===== src/rtl/lsu_defs.sv =====
// lsu_defs: shared funct3 codes, FSM state encoding and word width for the load/store unit
package lsu_defs;
  localparam int WORD_W = 32;
  localparam logic [2:0] F3_B  = 3'b000;
  localparam logic [2:0] F3_H  = 3'b001;
  localparam logic [2:0] F3_W  = 3'b010;
  localparam logic [2:0] F3_BU = 3'b100;
  localparam logic [2:0] F3_HU = 3'b101;
  typedef enum logic [1:0] {S_IDLE, S_RD, S_WR, S_RESP} state_t;
  function automatic logic f3_legal(input logic [2:0] f3);
    return f3 == F3_B || f3 == F3_H || f3 == F3_W || f3 == F3_BU || f3 == F3_HU;
  endfunction
endpackage


===== src/rtl/lsu_byte_lane.sv =====
// lsu_byte_lane: combinational lane select; word/addr/funct3/wdata in, extended load_val and merged store_word out
module lsu_byte_lane
  import lsu_defs::*;
(
  input  logic [WORD_W-1:0] word,
  input  logic [1:0]        addr,
  input  logic [2:0]        funct3,
  input  logic [15:0]       wdata,
  output logic [WORD_W-1:0] load_val,
  output logic [WORD_W-1:0] store_word
);
  logic [4:0]  sh_b;
  logic [4:0]  sh_h;
  logic [7:0]  lane_b;
  logic [15:0] lane_h;
  assign sh_b   = {addr, 3'b000};
  assign sh_h   = {addr[1], 4'b0000};
  assign lane_b = word[sh_b +: 8];
  assign lane_h = word[sh_h +: 16];
  assign load_val = funct3 == F3_B  ? {{24{lane_b[7]}}, lane_b} :
                    funct3 == F3_BU ? {24'b0, lane_b} :
                    funct3 == F3_H  ? {{16{lane_h[15]}}, lane_h} :
                    funct3 == F3_HU ? {16'b0, lane_h} : word;
  assign store_word = funct3 == F3_H ? (word & ~(32'h0000_FFFF << sh_h)) | ({16'b0, wdata} << sh_h) :
                      funct3 == F3_B ? (word & ~(32'h0000_00FF << sh_b)) | ({24'b0, wdata[7:0]} << sh_b) : word;
endmodule


===== src/rtl/lsu_mem_master.sv =====
// lsu_mem_master: byte-addressed core req (req_*) to word memory (mem_*) with RMW sub-word stores, one-cycle resp_* pulse
module lsu_mem_master
  import lsu_defs::*;
#(
  parameter int MEM_DEPTH = 256
) (
  input  logic              clk,
  input  logic              rst,
  input  logic              req_valid,
  output logic              req_ready,
  input  logic              req_we,
  input  logic [2:0]        req_funct3,
  input  logic [WORD_W-1:0] req_addr,
  input  logic [WORD_W-1:0] req_wdata,
  output logic              resp_valid,
  output logic [WORD_W-1:0] resp_rdata,
  output logic              resp_err,
  output logic [WORD_W-1:0] mem_addr,
  output logic [WORD_W-1:0] mem_wdata,
  output logic              mem_wr,
  input  logic [WORD_W-1:0] mem_rdata
);
  state_t state;
  state_t nxt;
  logic we_q;
  logic [2:0] f3_q;
  logic [1:0] addr_q;
  logic [15:0] wdata_q;
  logic [WORD_W-1:0] ld_val;
  logic [WORD_W-1:0] st_word;
  logic accept;
  logic misalign;
  logic range_err;
  logic fault;
  assign accept    = state == S_IDLE && req_valid;
  assign misalign  = ((req_funct3 == F3_H || req_funct3 == F3_HU) && req_addr[0]) ||
                     (req_funct3 == F3_W && req_addr[1:0] != 2'b00);
  assign range_err = {2'b00, req_addr[31:2]} >= 32'(MEM_DEPTH);
  assign fault     = !f3_legal(req_funct3) || (req_we && req_funct3[2]) || misalign || range_err;
  assign req_ready  = state == S_IDLE;
  assign resp_valid = state == S_RESP;
  assign mem_wr     = state == S_WR && rst;
  lsu_byte_lane u_lane (
    .word      (mem_rdata),
    .addr      (addr_q),
    .funct3    (f3_q),
    .wdata     (wdata_q),
    .load_val  (ld_val),
    .store_word(st_word)
  );
  always_ff @(posedge clk) state <= !rst ? S_IDLE : nxt;
  always_comb begin
    nxt = state;
    nxt = state == S_IDLE ? (!req_valid ? S_IDLE :
                             fault ? S_RESP :
                             (req_we && req_funct3 == F3_W) ? S_WR : S_RD) :
          state == S_RD   ? (we_q ? S_WR : S_RESP) :
          state == S_WR   ? S_RESP : S_IDLE;
  end
  always_ff @(posedge clk) begin
    if (!rst) begin
      we_q       <= 1'b0;
      f3_q       <= '0;
      addr_q     <= '0;
      wdata_q    <= '0;
      mem_addr   <= '0;
      mem_wdata  <= '0;
      resp_rdata <= '0;
      resp_err   <= 1'b0;
    end else begin
      if (accept) begin
        we_q    <= req_we;
        f3_q    <= req_funct3;
        addr_q  <= req_addr[1:0];
        wdata_q <= req_wdata[15:0];
        if (fault) begin
          resp_err   <= 1'b1;
          resp_rdata <= '0;
        end else begin
          mem_addr <= {2'b00, req_addr[31:2]};
          if (req_we && req_funct3 == F3_W) mem_wdata <= req_wdata;
        end
      end
      if (state == S_RD) begin
        if (we_q) mem_wdata <= st_word;
        else begin
          resp_rdata <= ld_val;
          resp_err   <= 1'b0;
        end
      end
      if (state == S_WR) begin
        resp_rdata <= '0;
        resp_err   <= 1'b0;
      end
    end
  end
endmodule


===== config.mk =====
export PLATFORM = sky130hd
export DESIGN_NAME = lsu_mem_master
export DESIGN_NICKNAME = d
export VERILOG_FILES = /design/src/rtl/lsu_defs.sv /design/src/rtl/lsu_byte_lane.sv /design/src/rtl/lsu_mem_master.sv
export SDC_FILE = /design/constraint.sdc
export NUM_CORES = 1
export LEC_CHECK = 0
export ABC_AREA = 0
export CORE_MARGIN = 2
export CORE_UTILIZATION = 48
export CTS_BUF_LIST = sky130_fd_sc_hd__clkbuf_4
export DETAILED_ROUTE_END_ITERATION = 8
export MAX_ROUTING_LAYER = met4
export PLACE_DENSITY = 0.83
export SLEW_MARGIN = 20
export SYNTH_ARGS = -nofsm -noshare
export SYNTH_HDL_FRONTEND = slang
export SYNTH_SLANG_ARGS = --single-unit
export TNS_END_PERCENT = 30

===== constraint.sdc =====
create_clock -name clk -period 3.9 [get_ports clk]
set_input_delay 0.78 -clock clk [delete_from_list [all_inputs] [get_ports clk]]
set_output_delay 0.78 -clock clk [all_outputs]
set_load 0.01 [all_outputs]

==> metrics.csv <==
metric,value,unit
synth_most_common_cell,dfxtp_1,
synth_flop_cell,dfxtp_1,
ys_types,59,
antenna_found_initial,0,
netlist_top_cells_count,"dfxtp_1, nand2_1, a21oi_1",
grt_pass1_vias,6527,
drive_gt1_share,9.85,%
critical_path_class,primary input to output port,
clk_latency,570,ps
cp_max_fo,7,
postCtsHoldBufs,0,
crit_start,rst,
yosysTopAreaCellShare,38.1,%
clkTransAtPathRegs,110,ps
endpoint_kind,output port,
die_area,13900,um2
tns,0,ps
cp.arrival,2110,ps
final_nets,1009,
hold_class,flip-flop to flip-flop,
ios,203,
fin_crit,2890,ps
drtPass1Iterations,6,
slew_viol_final,0,
rows,41,
drtAntennaViolNets,0,
slew_headroom,29.5,%
ctsLongestPathBuffers,2,
num_vias,6884,
initial_core_util,49.3,%
drt-total-wl,22700,um
ir_drop,0.285,mV
drc,0,
cts_tree,built,
worstMarginPinSlew,1060,ps
grt_pass1_wl,35500,um
use_met3,7.99,%
synth_edf_count,0,
cp-endpoint,mem_wr,
ys_seq_area_share,38.1,%
drt_iter0_markers,805,
use_met2,49.7,%
track_usage,32.8,%
design.core.area,12700,um2
grt_max_degree,36,
finClkSkew,21.7,ps
yosysWarnings,0,
ys_top_cells_by_area,"dfxtp_1, nand2_1, nor4_1, a21oi_1, nor4_2",
routed_via_density,6.34,
n_antenna_cell,0,
synth.cell_area,6250,um2
ys_async_sr_fraction,0,%
post-cts-setup-buffer-count,0,
place.gp.congestion,0.929,
required,3120,ps
worst_setup_path_start_kind,primary input,
postSynthCellCount,734,
rr_startpoint,addr_q[1]$_SDFFE_PN0P_,
synth-seq-cells,119,
status,"finished, final reports clean",
fin_util,67.7,%
min_period_over_period,74.1,%
yosysTopAreaCell,dfxtp_1,
dp_hpwl,16400,um
area_growth,37.2,%
drv_cap,0,
rsz0062_at_grt,no,
timing.fmax,0.346,GHz
htreeDepth,4,
cts_root_buf,clkbuf_4,
r2r_setup_slack,1040,ps
worst-r2r-cell-count,4,
finalSetupViolCount,0,
hold_violations,0,
die_y,118,um
cts_resized,0,
wl_per_cell,20.9,um
grt-busiest-layer,met2,
synth_area_per_cell,8.51,um2
powerDensity,343,nW/um2
grtUsageMet1,42.6,%
clock_sinks,119,
cts_buffers,17,
portBuffers,200,
die_w,118,um
overflow,0,
leakage,3.07,nW
r2r_end,mem_wdata[10]$_SDFF_PN0_,
-- cell usage in the layout (no fill, tap or decap), drive strengths merged, types with 6 or more instances in the layout --
cell type,instances
nand2,75
and3,36
nand2b,8
o21ai,22
a311oi,8
clkinv,7
a2111oi,14
nor4,64
o31ai,16
clkbuf,19
nor2b,6
a21oi,54
mux2i,8
o22ai,13
dfxtp,119
a31oi,19
nand4,17
a21o,16
and2,25
a221oi,10
inv,12
nor2,38
a211oi,27
buf,21
clkdlybuf4s50,200
a22o,7
-- final cells by class --
cell class | count | area, um2
inverter | 13 | 48.8
clock inverter | 12 | 130
sequential | 119 | 2380
multi-input combinational | 530 | 3500
timing repair buffer | 221 | 2160
clock buffer | 19 | 143
fill | 1055 | 4090
tap | 172 | 215
-- power breakdown --
part / internal, mW / total, mW / switching [mW]
combinational: 0.320 / 0.707 / 0.387
clock: 0.388 / 0.887 / 0.499
sequential: 1.28 / 1.35 / 0.0702
total: 1.98 / 2.94 / 0.956
-- layer usage --
layer	routed length (um)	part of all wire [%]
met1	9540	42
met3	2060	9.1
met2	10600	47
met4	511	2.2
met5	0	0
-- stage by stage --
step,cell area (um2),total power [mW],std cells,hold WS (ps),setup slack (ps)
floorplan,6250,1.74,735,440,1640
global placement,8300,2.04,1055,440,732
detailed placement,8300,2.06,1055,444,581
CTS,8570,2.93,1086,475,1020
global route,8580,3.04,1086,495,820
finish,8580,2.94,1086,471,1010
-- how the worst min path moves through the flow --
stage                                    from                   endpoint  slack [ps]  depth (start not counted)
detailed placement  mem_addr[15]$_SDFFE_PN0P_  mem_addr[15]$_SDFFE_PN0P_         440                          1
CTS                 mem_addr[15]$_SDFFE_PN0P_  mem_addr[15]$_SDFFE_PN0P_         480                          1
global placement    mem_addr[15]$_SDFFE_PN0P_  mem_addr[15]$_SDFFE_PN0P_         440                          1
global route        mem_addr[18]$_SDFFE_PN0P_  mem_addr[18]$_SDFFE_PN0P_         490                          1
floorplan            wdata_q[10]$_SDFFE_PN0P_   wdata_q[10]$_SDFFE_PN0P_         440                          2
finish              mem_addr[15]$_SDFFE_PN0P_  mem_addr[15]$_SDFFE_PN0P_         470                          1
-- registers in the layout, summed over array words and instances (netlist names) --
| name | count |
|---|---|
| addr_q | 2 |
| resp_rdata | 32 |
| mem_addr | 30 |
| state | 2 |
| mem_wdata | 32 |
| we_q | 1 |
| wdata_q | 16 |
| resp_err | 1 |
| f3_q | 3 |
-- critical path, stage by stage --
cell and delay, ps:
clkdlybuf4s50_1 600, and2_1 160, clkdlybuf4s50_1 570
-- cells by family after synthesis --
group	after synthesis	share of synthesized area, %
buffers and inverters	86	6.11
and+or+nand+nor	290	27.5
muxes	13	3.08
adders and majority gates	4	0.801
AOI/OAI and AO/OA	221	24.3
DFF	119	38.1
other	1	0.0600
(Power assumes the default switching activity.)
